--- src/rtl/oam_dma_arbiter_pkg.sv ---
// Shared types and bus addresses for the sprite DMA arbiter.
package oam_dma_arbiter_pkg;

    typedef enum logic [2:0] {
        IDLE  = 3'd0,
        HALT  = 3'd1,
        ALIGN = 3'd2,
        READ  = 3'd3,
        WRITE = 3'd4
    } dmastate_t;

    localparam logic [15:0] OAM_DMA_ADDR  = 16'h4014;
    localparam logic [15:0] OAM_DATA_ADDR = 16'h2004;

endpackage

--- src/rtl/oam_dma_arbiter.sv ---
// Sprite DMA sequencer: passes core bus traffic through in IDLE, otherwise holds
// the core and copies page P ($P00-$PFF) to OAMDATA on alternating get/put cycles.
//
// state | meaning
// IDLE  | core owns the bus, $4014 writes swallowed and arm a DMA
// HALT  | first stalled cycle, no strobes
// ALIGN | extra dummy cycle so READ lands on a get cycle
// READ  | get cycle: read {page,idx}, latch data
// WRITE | put cycle: write latched byte to OAMDATA, advance idx
module oam_dma_arbiter #(
    parameter logic [15:0] DMA_REG_ADDR  = oam_dma_arbiter_pkg::OAM_DMA_ADDR,
    parameter logic [15:0] OAM_DATA_ADDR = oam_dma_arbiter_pkg::OAM_DATA_ADDR,
    parameter int          XFER_LEN      = 256
) (
    input  logic        clk,
    input  logic        rst,
    input  logic        cpu_ce,
    input  logic [15:0] cpu_addr,
    input  logic [7:0]  cpu_wdata,
    input  logic        cpu_we,
    input  logic        cpu_re,
    output logic [7:0]  cpu_rdata,
    output logic        cpu_rdy,
    output logic [15:0] bus_addr,
    output logic [7:0]  bus_wdata,
    output logic        bus_we,
    output logic        bus_re,
    input  logic [7:0]  bus_rdata,
    output logic        dma_busy
);
    import oam_dma_arbiter_pkg::*;

    localparam logic [7:0] LAST_IDX = 8'(XFER_LEN - 1);

    dmastate_t  state, state_nxt;
    logic       put;
    logic [7:0] page;
    logic [7:0] idx;
    logic [7:0] data_latch;
    logic       dma_reg_hit;

    assign dma_reg_hit = (cpu_addr == DMA_REG_ADDR);
    assign cpu_rdata   = bus_rdata;
    assign dma_busy    = (state != IDLE);

    always_ff @(posedge clk) begin
        if (rst) begin
            state      <= IDLE;
            put        <= 1'b0;
            page       <= 8'h00;
            idx        <= 8'h00;
            data_latch <= 8'h00;
        end else if (cpu_ce) begin
            state <= state_nxt;
            put   <= ~put;
            case (state)
                IDLE: begin
                    if (cpu_we && dma_reg_hit) begin
                        page <= cpu_wdata;
                        idx  <= 8'h00;
                    end
                end
                READ:    data_latch <= bus_rdata;
                WRITE:   idx        <= idx + 8'd1;
                default: ;
            endcase
        end
    end

    always_comb begin
        state_nxt = state;
        bus_addr  = {page, idx};
        bus_wdata = data_latch;
        bus_we    = 1'b0;
        bus_re    = 1'b0;
        cpu_rdy   = 1'b0;
        case (state)
            IDLE: begin
                cpu_rdy   = 1'b1;
                bus_addr  = cpu_addr;
                bus_wdata = cpu_wdata;
                bus_we    = cpu_we && !dma_reg_hit;
                bus_re    = cpu_re;
                if (cpu_we && dma_reg_hit)
                    state_nxt = HALT;
            end
            // HALT's own parity decides whether one extra cycle is needed before READ
            HALT:  state_nxt = put ? READ : ALIGN;
            ALIGN: state_nxt = READ;
            READ: begin
                bus_re    = cpu_ce;
                state_nxt = WRITE;
            end
            WRITE: begin
                bus_addr  = OAM_DATA_ADDR;
                bus_we    = cpu_ce;
                state_nxt = (idx == LAST_IDX) ? IDLE : READ;
            end
            default: state_nxt = IDLE;
        endcase
    end

endmodule
--- config.mk ---
export PLATFORM = sky130hd
export DESIGN_NAME = oam_dma_arbiter
export DESIGN_NICKNAME = d
export VERILOG_FILES = /design/src/rtl/oam_dma_arbiter_pkg.sv /design/src/rtl/oam_dma_arbiter.sv
export SDC_FILE = /design/constraint.sdc
export NUM_CORES = 1
export LEC_CHECK = 0
export BUFFER_PORTS_ARGS = -buffer_cell sky130_fd_sc_hd__buf_2
export CORE_AREA = 2 2 75 70
export DETAILED_ROUTE_END_ITERATION = 8
export DIE_AREA = 0 0 77 72
export GPL_TIMING_DRIVEN = 0
export PLACE_DENSITY = 0.66
export SETUP_SLACK_MARGIN = 0.4
export SLEW_MARGIN = 40
export SYNTH_ARGS = -nofsm -noshare
export SYNTH_HDL_FRONTEND = slang
export SYNTH_SLANG_ARGS = --single-unit
--- constraint.sdc ---
create_clock -name clk -period 3.4 [get_ports clk]
set_input_delay 0 -clock clk [delete_from_list [all_inputs] [get_ports clk]]
set_output_delay 0 -clock clk [all_outputs]
set_load 0.02 [all_outputs]
# ---- Word-level counts from Yosys, hierarchy flattened
# Cells that the tools add are included.
dict set report op_classes {
  muxes 11
  addsub 1
  reduce_logical 10
  eq_ne 7
  bitwise_logic 1
}
# cell n
set ops {}
lappend ops {{case mux 16 bit (2 select lines)} 1}
lappend ops {{equality test 16 x 15 -> 1 bit (second input constant)} 1}
lappend ops {{two-way mux 8 bit} 2}
lappend ops {{case mux 8 bit (2 select lines)} 1}
lappend ops {{case mux 3 bit (5 select lines)} 1}
lappend ops {{adder 8 x 1 -> 8 bit (second input constant)} 1}
lappend ops {{equality test 8 bit (second input constant)} 1}
lappend ops {{equality test 3 x 2 -> 1 bit (second input constant)} 2}
lappend ops {{AND reduction 3 bit} 2}
lappend ops {{case mux 1 bit (2 select lines)} 2}
lappend ops {{AND reduction 2 bit} 2}
lappend ops {{equality test 3 x 1 -> 1 bit (second input constant)} 1}
lappend ops {{equality test 3 bit (second input constant)} 1}
lappend ops {{zero test 3 bit} 1}
lappend ops {{two-way mux 3 bit} 1}
lappend ops {{nonzero test 3 bit} 1}
lappend ops {{logical AND 1 bit} 2}
lappend ops {{two-way mux 1 bit} 2}
lappend ops {{two-way mux 2 bit} 1}
lappend ops {{!= test 2 bit (second input constant)} 1}
lappend ops {{nonzero test 2 bit} 1}
lappend ops {{zero test 1 bit} 1}
lappend ops {{NOT 1 bit} 1}
dict set report word_totals {
  out_inout_bits 36
  elab_cells 35
  inputBits 37
  regBits 28
}

# ---- Depth between registers and ports, before layout
# Gate-level depths: netlist (run 1).
dict set report logic_depth {
  ltp_word 4
  depth_mapped 6
  depth_no_buf 5
}

# ---- Least setup slack after synthesis (run 1)
# No wires, ideal clock.
dict set report synth_timing {
  kind {reg2reg}
  startpoint {reg state[1]}
  endpoint {reg idx[2]}
  path_stages_with_launch 7
  t_arrival_ns 1.351
  setup_ns 0.133
  synth_period_minus_slack_ns 1.484
  path_slack_ns 1.916
  n_path_buf 2
  t_required_ns 3.267
  cell_sequence {dfxtp_1 > buf_6 > nor3_4 > nand3_2 > buf_2 > o211ai_2 > a31oi_1}
}
dict set report synth_between {
  elab_chain_cells 3
  elab_cells_between_ends 6
  classes_between {2 x eq/ne; 1 x mux; 3 x reduce/logical}
}
# element line_no
set synth_rtl {}
lappend synth_rtl {{start: declaration} oam_dma_arbiter.sv:35} ;# dmastate_t state, state_nxt;
lappend synth_rtl {{start signal: assignment} oam_dma_arbiter.sv:54} ;# state <= state_nxt;
lappend synth_rtl {{equality test 3 bit / zero test 3 bit (equally long branches)} oam_dma_arbiter.sv:56} ;# case (state)
lappend synth_rtl {{nonzero test 2 bit (no source line) / != test 2 bit (equally long branches)} -}
lappend synth_rtl {{AND reduction 3 bit (no source line)} -}
lappend synth_rtl {{end signal: assignment} oam_dma_arbiter.sv:64} ;# WRITE: idx <= idx + 8'd1;
lappend synth_rtl {{end: declaration} oam_dma_arbiter.sv:38} ;# logic [7:0] idx;
# Several ways; a longest one is shown, not always the timed one.
# A chain may end at the register's enable or synchronous reset.

# ---- Worst setup path in the final report (run 1)
dict set report layout_timing {
  startpoint {reg state[0]}
  endpoint {out bus_addr[1]}
}
dict set report layout_between {
  elab_chain_cells 2
  elab_cells_between_ends 3
  classes_between {1 x eq/ne; 1 x mux; 1 x reduce/logical}
}
# element line_no
set layout_rtl {}
lappend layout_rtl {{equality test 3 bit / zero test 3 bit (equally long branches)} oam_dma_arbiter.sv:77} ;# case (state)
lappend layout_rtl {{case mux 16 bit (2 select lines) (*)} oam_dma_arbiter.sv:77}
lappend layout_rtl {{end: declaration} oam_dma_arbiter.sv:24} ;# output logic [15:0] bus_addr,
# Mark *: on every way between the ends. The rest lies on a longest branch, timed or not.

==> load_flow_metrics.sql, run 1 <==
INSERT INTO impl_metrics (metric_group, metric, value, unit) VALUES
('worst_setup_path', 'setup.worst_path.class', 'flip-flop to output pin', ''),
('worst_setup_path', 'critical_path.max_stage_delay', '0.50', 'ns'),
('synth', 'ys.warnings.count', '0', ''),
('place', 'routabilityCongestion', '0.761', ''),
('place', 'number_of_buffers_added_on_ports', '72', ''),
('timing', 'timing_worst_slew_pin_value', '0.477', 'ns'),
('clock_tree', 'h-tree-depth', '1', ''),
('synth', 'syn-mean-instance-area', '7.74', 'um^2'),
('timing', 'maxSlewHeadroom', '68.2', '%'),
('timing', 'hold_viol_final', '0', ''),
('run', 'drv.max_cap_violation_count', '0', ''),
('die', 'initial_core_util', '38.3', '%'),
('cells_and_area', 'nNetsFinal', '363', ''),
('cells_and_area', 'antenna_cells', '0', ''),
('global_routing', 'overall_track_demand_over_capacity_in_global_routing', '18.4', '%'),
('synth', 'postSynthCellCount', '235', ''),
('timing', 'rsz_0062_raised_after_global_routing', 'false', ''),
('place', 'numPlacedInstances', '372', ''),
('worst_setup_path', 'cpMaxStageDelayCell', 'dfxtp_1', ''),
('place', 'post-dp-hpwl', '3.73', 'mm'),
('cells_and_area', 'syn_to_layout_area_delta', '35.4', '%'),
('worst_setup_path', 'worstPathCellList', 'or2_1 -> clkbuf_1 -> clkbuf_1 -> o21ai_0 -> buf_2', ''),
('synth', 'synth_top_flop_cell', 'dfxtp_1', ''),
('synth', 'synth.yosys.seq_area_share', '30.8', '%'),
('timing', 'final-max-slew-violation-count', '0', ''),
('worst_setup_path', 'crit_path_max_fanout', '10', ''),
('synth', 'yosys_register_bits', '28', ''),
('die', 'die_area', '5540', 'um^2'),
('min_path', 'worst_hold_path_type', 'input pin to flip-flop', ''),
('synth', 'synth_edf_count', '0', ''),
('synth', 'synthDistinctLibCells', '46', ''),
('global_routing', 'overflow', '0', ''),
('global_routing', 'grt_antenna_before_repair', '0', ''),
('clock_tree', 'clk_lat_worst_skew', '0.27', 'ns'),
('pwr', 'total_leakage_power', '1.00', 'nW'),
('worst_setup_path', 'critPathCaptureType', 'output pin', ''),
('timing', 'setup-violations-final', '0', ''),
('synth', 'synth.cell_area', '1820', 'um^2'),
('place', 'placed_cell_area', '2260', 'um^2'),
('pwr', 'peakVddDrop', '0.000225', 'V'),
('clock_tree', 'post-cts-setup-buffers', '0', ''),
('cells_and_area', 'finalInstanceArea', '2460', 'um^2'),
('drt', 'drt.antenna.violating_nets', '0', ''),
('drt', 'detail_route.drc_violations', '0', ''),
('worst_setup_path', 'worst_path_most_repeated_cell', 'clkbuf_1', ''),
('clock_tree', 'clkSlewWorstSetupHoldPaths', '0.10', 'ns'),
('drt', 'detail_route.wl_per_cell', '13.2', 'um'),
('synth', 'async_flop_share', '0', '%'),
('global_routing', 'first_global_vias', '1786', ''),
('die', 'placementRows', '24', ''),
('worst_setup_path', 'cp_required', '3.40', 'ns'),
('clock_tree', 'tritoncts.num_buffers', '3', ''),
('pwr', 'power-per-cell-area', '295', 'nW/um^2'),
('timing', 'fmax', '540', 'MHz'),
('die', 'die_y', '72', 'um'),
('cells_and_area', 'finalNonFillerCells', '389', ''),
('clock_tree', 'clock_sink_count', '28', ''),
('drt', 'initialDrtViolationCount', '103', ''),
('cells_and_area', 'drive_gt1_share', '34.0', '%'),
('die', 'die_w', '77', 'um'),
('clock_tree', 'clock_path_buffers', '2', ''),
('drt', 'via_count', '1941', ''),
('synth', 'postSynthNetCount', '273', ''),
('outcome', 'run_status', 'complete, no violations', ''),
('drt', 'detail_route.first_pass.iterations', '5', ''),
('timing', 'timing.final.crit_share', '54.5', '%'),
('drt', 'routed_wl', '5.13', 'mm'),
('timing', 'timing.setup.tns', '0', 'ns'),
('worst_setup_path', 'cp.buffers_inverters', '3', ''),
('cells_and_area', 'mostFrequentLayoutCell', 'buf_2', ''),
('cells_and_area', 'final_core_utilization', '51.9', '%'),
('die', 'top_level_ports', '73', ''),
('clock_tree', 'tritoncts', 'yes', ''),
('timing', 'final_period_minus_worst_setup_slack', '1.85', 'ns'),
('cells_and_area', 'most_frequent_cells_in_the_layout', '79 x buf_2, 52 x nand2_1, 28 x dfxtp_1', ''),
('worst_setup_path', 'cpLargestDelayFamily', 'buffers and inverters', ''),
('drt', 'per_cell_via_count_in_the_routed_design', '4.99', ''),
('timing', 'maximum_clock_skew_at_final_layout', '0.00706', 'ns'),
('global_routing', 'grt_pass1_wl', '8.27', 'mm'),
('global_routing', 'grt_max_degree', '17', ''),
('clock_tree', 'clk_root_buffer_cell', 'clkbuf_8', ''),
('worst_setup_path', 'worst_ep_arrival_time', '1.85', 'ns'),
('die', 'core_area', '4740', 'um^2'),
('worst_setup_path', 'worstSetupStartpointType', 'flip-flop', '');
-- worst paths after layout --
check,startpoint,endpoint,slack (ns),depth (start not counted)
setup / recovery,state[0]$_SDFFE_PP0P_,bus_addr[1],1.55,5
hold / removal,cpu_wdata[4],page[4]$_SDFFE_PP0P_,0.02,3
setup reg to reg,state[1]$_SDFFE_PP0P_,idx[5]$_SDFFE_PP0P_,1.90,5
hold reg to reg,data_latch[0]$_SDFFE_PP0P_,data_latch[0]$_SDFFE_PP0P_,0.46,2
-- synth_stat cells, types with 3 or more instances --
cell type / count / area share (%)
nand2b_1: 8 / 2.8
o21ai_0: 19 / 5.2
nor2_1: 4 / 0.83
a21oi_1: 22 / 6.1
nand3_1: 14 / 3.9
mux2i_1: 3 / 1.7
o21ai_1: 9 / 2.5
o32ai_1: 4 / 1.9
nand2_1: 52 / 11
buf_4: 9 / 3.7
nor2b_1: 3 / 1.0
dfxtp_1: 28 / 31
mux2_1: 7 / 4.3
clkbuf_1: 6 / 1.2
buf_2: 7 / 1.9
-- timing repair --
item / in CTS / in global routing
hold endpoints to repair: 13 / 0
gates resized for setup: 0 / 0
setup endpoints to repair: 0 / 0
hold buffers: 13 / 0
-- logic make-up after synthesis --
kind of cell / Yosys count / share of synthesized area (%)
AOI/OAI and AO/OA: 63 / 20.8
buffers and inverters: 26 / 8.26
and+or+nand+nor: 105 / 32.3
xor gates and xnor gates: 1 / 0.482
adders and majority gates: 1 / 0.688
DFF: 28 / 30.8
muxes: 11 / 6.61
-- sequential cells by signal, indices dropped and copies added, names as in the netlist --
| name | count |
|---|---|
| data_latch | 8 |
| idx | 8 |
| page | 8 |
| state | 3 |
| put | 1 |
-- stage by stage --
stage / power (W) / hold slack, ns / setup slack, ns
detailed placement: 0.000457 / 0.261 / 1.86
CTS: 0.000733 / 0.00365 / 1.55
global placement: 0.000457 / 0.255 / 1.85
floorplan: 0.000404 / 0.113 / 1.92
finish: 0.000726 / 0.0157 / 1.55
global route: 0.000751 / 0.0364 / 1.36
-- metal layers --
layer  up-vias  share of wire [%]  track usage, %
met5         -                  0               0
met4         0               0.57            3.97
met3         2                6.7            3.48
met2        71                 47            31.3
met1       864                 46            24.6
li1       1004                  -               -
-- worst min-delay path, delay by kind of cell --
| family | cells | cell delay [ns] |
|---|---|---|
| buf+inv | 1 | 0.11 |
| simple gates | 1 | 0.08 |
| compound gates | 1 | 0.06 |
-- area by class of cell --
| type | count | area (um^2) |
|---|---|---|
| clock buffer | 3 | 41.3 |
| clock inverter | 1 | 30.0 |
| multi-input combinational | 181 | 1110 |
| inverter | 3 | 13.8 |
| tap | 65 | 81.3 |
| fill | 474 | 2280 |
| sequential | 28 | 561 |
| timing repair buffer | 85 | 490 |
| buffer | 23 | 136 |
-- power breakdown --
| part | switching, W | internal [W] | leakage (nW) |
|---|---|---|---|
| combinational | 0.0000724 | 0.0000598 | 0.742 |
| sequential | 0.000000750 | 0.000329 | 0.226 |
| clock | 0.000107 | 0.000158 | 0.0357 |
| total | 0.000180 | 0.000546 | 1.00 |
Power figures use the tool's default switching activity.
==> run 2: changes to the inputs <==
--- a/config.mk
+++ b/config.mk
@@ -5,12 +5,13 @@
 export SDC_FILE = /design/constraint.sdc
 export NUM_CORES = 1
 export LEC_CHECK = 0
+export ABC_AREA = 1
 export BUFFER_PORTS_ARGS = -buffer_cell sky130_fd_sc_hd__buf_2
-export CORE_AREA = 2 2 75 70
+export CORE_AREA = 2 2 74 69
 export DETAILED_ROUTE_END_ITERATION = 8
-export DIE_AREA = 0 0 77 72
+export DIE_AREA = 0 0 76 71
 export GPL_TIMING_DRIVEN = 0
-export PLACE_DENSITY = 0.66
+export PLACE_DENSITY = 0.68
 export SETUP_SLACK_MARGIN = 0.4
 export SLEW_MARGIN = 40
 export SYNTH_ARGS = -nofsm -noshare
==> constraint.sdc (replaced) <==
create_clock -name clk -period 1.6 [get_ports clk]
set_input_delay 0 -clock clk [delete_from_list [all_inputs] [get_ports clk]]
set_output_delay 0 -clock clk [all_outputs]
set_load 0.02 [all_outputs]
==> run 2 against run 1 <==
Sequential cell count is the same. Largest cell class unchanged. Sequential share of layout area shrank 0.47 points. Clock power rose by 68%. Wire length is 1.9% lower. Via count increased by 2.0%.
==> load_flow_metrics.sql, run 2 <==
INSERT INTO impl_metrics (metric_group, metric, value, unit) VALUES
('die', 'placementRows', '24', ''),
('pwr', 'power-per-cell-area', '778', 'nW/um^2'),
('worst_setup_path', 'reg2reg_to', 'page[1]$_SDFFE_PP0P_', ''),
('clock_tree', 'clk_lat_worst_skew', '0.28', 'ns'),
('worst_setup_path', 'critPathCaptureType', 'output pin', ''),
('clock_tree', 'clock_sink_count', '28', ''),
('timing', 'setup-violations-final', '0', ''),
('clock_tree', 'h-tree-depth', '1', ''),
('worst_setup_path', 'cpMaxStageDelayCell', 'dfxtp_4', ''),
('worst_setup_path', 'reg2reg_from', 'state[0]$_SDFFE_PP0P_', ''),
('die', 'top_level_ports', '73', ''),
('die', 'core_area', '4650', 'um^2'),
('synth', 'synth.cell_area', '1730', 'um^2'),
('min_path', 'worst_hold_path_type', 'input pin to flip-flop', ''),
('min_path', 'min_delay_worst_endpoint', 'page[2]$_SDFFE_PP0P_', ''),
('cells_and_area', 'nNetsFinal', '402', ''),
('worst_setup_path', 'worst_ep_arrival_time', '1.53', 'ns'),
('synth', 'syn-mean-instance-area', '6.57', 'um^2'),
('timing', 'maxSlewHeadroom', '74.7', '%'),
('worst_setup_path', 'r2r_slack', '0.08', 'ns'),
('timing', 'rsz_0062_raised_after_global_routing', 'true', ''),
('worst_setup_path', 'setup.worst_path.class', 'flip-flop to output pin', ''),
('global_routing', 'grt_antenna_before_repair', '0', ''),
('die', 'initial_core_util', '37.1', '%'),
('clock_tree', 'tritoncts', 'yes', ''),
('worst_setup_path', 'cp_required', '1.60', 'ns'),
('synth', 'postSynthCellCount', '263', ''),
('outcome', 'run_status', 'complete, no violations', ''),
('synth', 'synth_top_flop_cell', 'dfxtp_1', ''),
('min_path', 'min_delay_path_depth', '3', ''),
('drt', 'per_cell_via_count_in_the_routed_design', '4.62', ''),
('timing', 'timing_worst_slew_pin_value', '0.378', 'ns'),
('pwr', 'total_leakage_power', '1.25', 'nW'),
('global_routing', 'grt_max_degree', '16', ''),
('global_routing', 'first_global_vias', '1846', ''),
('worst_setup_path', 'critical_path.max_stage_delay', '0.38', 'ns'),
('run', 'drv.max_cap_violation_count', '0', ''),
('drt', 'detail_route.first_pass.iterations', '5', ''),
('synth', 'synth.yosys.seq_area_share', '32.4', '%'),
('cells_and_area', 'n_fill_cell', '463', ''),
('synth', 'yosys_register_bits', '28', ''),
('cells_and_area', 'antenna_cells', '0', ''),
('worst_setup_path', 'worstPathCellList', 'nor2_8 -> inv_6 -> nor2_4 -> inv_2 -> buf_6 -> o22ai_2 -> buf_6', ''),
('place', 'dp_worst_setup_slack', '0.165', 'ns'),
('clock_tree', 'clock_path_buffers', '2', ''),
('pwr', 'peakVddDrop', '0.000470', 'V'),
('synth', 'synth_edf_count', '0', ''),
('place', 'placed_cell_area', '2180', 'um^2'),
('synth', 'async_flop_share', '0', '%'),
('timing', 'timing.setup.tns', '0', 'ns'),
('timing', 'hold_viol_final', '0', ''),
('cells_and_area', 'final-seq-area', '574', 'um^2'),
('timing', 'least_setup_slack_across_all_paths_after_layout', '0.0651', 'ns'),
('synth', 'ys.warnings.count', '0', ''),
('cells_and_area', 'multi_input_area', '1000', 'um^2'),
('cells_and_area', 'largestRegisters', 'data_latch x8, idx x8, page x8', ''),
('synth', 'synth_top_cell_by_area', 'dfxtp_1', ''),
('drt', 'routed_wl', '5.03', 'mm'),
('drt', 'via_count', '1979', ''),
('clock_tree', 'clk_root_buffer_cell', 'clkbuf_8', ''),
('cells_and_area', 'drive_gt1_share', '38.6', '%'),
('timing', 'timing.final.crit_share', '95.9', '%'),
('place', 'number_of_buffers_added_on_ports', '72', ''),
('global_routing', 'grt_pass1_wl', '8.46', 'mm'),
('drt', 'detail_route.drc_violations', '0', ''),
('min_path', 'worstHoldStart', 'cpu_wdata[2]', ''),
('drt', 'drt.antenna.violating_nets', '0', ''),
('clock_tree', 'tritoncts.num_buffers', '3', ''),
('worst_setup_path', 'worstSetupStartpointType', 'flip-flop', ''),
('drt', 'detail_route.wl_per_cell', '11.8', 'um'),
('cells_and_area', 'finalInstanceArea', '2570', 'um^2'),
('worst_setup_path', 'reg2regPathDepth', '8', ''),
('die', 'die_w', '76', 'um'),
('worst_setup_path', 'crit_path_max_fanout', '5', ''),
('cells_and_area', 'most_frequent_cells_in_the_layout', '63 x nand2_1, 62 x buf_2, 37 x nor2_1', ''),
('synth', 'synth.top_cells.by_count', '69 x nand2_1, 38 x nor2_1, 28 x dfxtp_1, 25 x a21oi_1, 24 x o21ai_0', ''),
('timing', 'final_period_minus_worst_setup_slack', '1.53', 'ns'),
('synth', 'netlist.area_leader.share', '32.4', '%'),
('synth', 'synthDistinctLibCells', '29', ''),
('timing', 'fmax', '652', 'MHz'),
('global_routing', 'overflow', '0', ''),
('worst_setup_path', 'worst_path_most_repeated_cell', 'buf_6', ''),
('place', 'routabilityCongestion', '0.881', ''),
('synth', 'synth.most_common_cell', 'nand2_1', ''),
('cells_and_area', 'syn_to_layout_area_delta', '49.0', '%'),
('drt', 'initialDrtViolationCount', '109', ''),
('die', 'die_y', '71', 'um'),
('cells_and_area', 'mostFrequentLayoutCell', 'nand2_1', ''),
('timing', 'final-max-slew-violation-count', '0', ''),
('place', 'post-dp-hpwl', '3.72', 'mm'),
('synth', 'netlist_top_cells_area', 'dfxtp_1 32%, nand2_1 15%, nor2_1 8.3%, a21oi_1 7.2%, o21ai_0 7.0%', ''),
('synth', 'postSynthNetCount', '301', ''),
('global_routing', 'overall_track_demand_over_capacity_in_global_routing', '19.3', '%'),
('die', 'die_area', '5400', 'um^2'),
('clock_tree', 'clkSlewWorstSetupHoldPaths', '0.10', 'ns'),
('timing', 'maximum_clock_skew_at_final_layout', '0.00716', 'ns');
run 2: changes by cell type in the layout (fill, tap and decap cells not counted), moves of 8 or more:
cell	before	now
nor2_1	4	37
inv_1	2	20
buf_2	79	62
buf_6	1	14
nand2b_1	8	0
nand2_1	52	63
buf_4	9	21
run 2: final cells by class:
cell class,instances,share of cell area [%]
buffer,16,5.10
sequential,28,22.3
inverter,27,4.23
clock buffer,4,2.14
timing repair buffer,95,24.2
tap,65,3.16
multi-input combinational,193,38.8
run 2: through the flow:
stage                     hold slack [ns]  cells  utilization [%]  total power (W)
final                              0.0168    428             55.3          0.00200
after global placement              0.239    400             46.8          0.00139
after CTS                         0.00692    427             54.8          0.00200
after floorplan                    0.0691    263                -          0.00116
after global routing               0.0181    428             55.3          0.00211
after detailed placement            0.245    400             46.8          0.00139
run 2: worst max path at each step:
stage	to	from	slack (ns)	depth (start not counted)
2_1_floorplan	idx[1]$_SDFFE_PP0P_	state[0]$_SDFFE_PP0P_	0.35	7
3_3_place_gp	bus_wdata[0]	state[0]$_SDFFE_PP0P_	0.18	8
3_5_place_dp	bus_addr[14]	state[0]$_SDFFE_PP0P_	0.16	7
4_1_cts	bus_wdata[5]	state[1]$_SDFFE_PP0P_	0.06	7
5_1_grt	bus_addr[6]	state[0]$_SDFFE_PP0P_	0.001	7
6_report	bus_addr[14]	state[0]$_SDFFE_PP0P_	0.07	7
run 2: timing repair:
| item | 4_1_cts | 5_1_grt |
|---|---|---|
| hold buffers | 12 | 0 |
| cloned | 2 | 0 |
| pin swaps | 8 | 2 |
| gates resized for setup | 45 | 8 |
| endpoints found under the setup margin | 55 | 49 |
| buffers inserted | 9 | 1 |
| hold endpoints to repair | 16 | 0 |
run 2: logic make-up after synthesis:
kind of cell	count (synthesis)	synth area share, %
fa+ha+maj	1	0.724
flops	28	32.4
compound gates	61	18.8
xor+xnor	1	0.507
simple gates	129	35.0
buf+inv	43	12.5
run 2: power breakdown:
group,switching [W],internal [W]
Combinational,0.000479,0.000365
Clock,0.000222,0.000221
Sequential,0.0000123,0.000705
run 2: critical path: cells and delay by family (launching register included):
kind	cells	cell delay [ns]
AO/OA/AOI/OAI	1	0.12
flip-flops	1	0.38
buffers and inverters	4	0.44
AND/OR/NAND/NOR	2	0.31
run 2: metal layers:
layer / track usage, % / share of wire, %
met2: 33.1 / 49
met3: 4.46 / 4.8
met1: 24.4 / 45
met5: 0 / 0
met4: 5.86 / 1.6
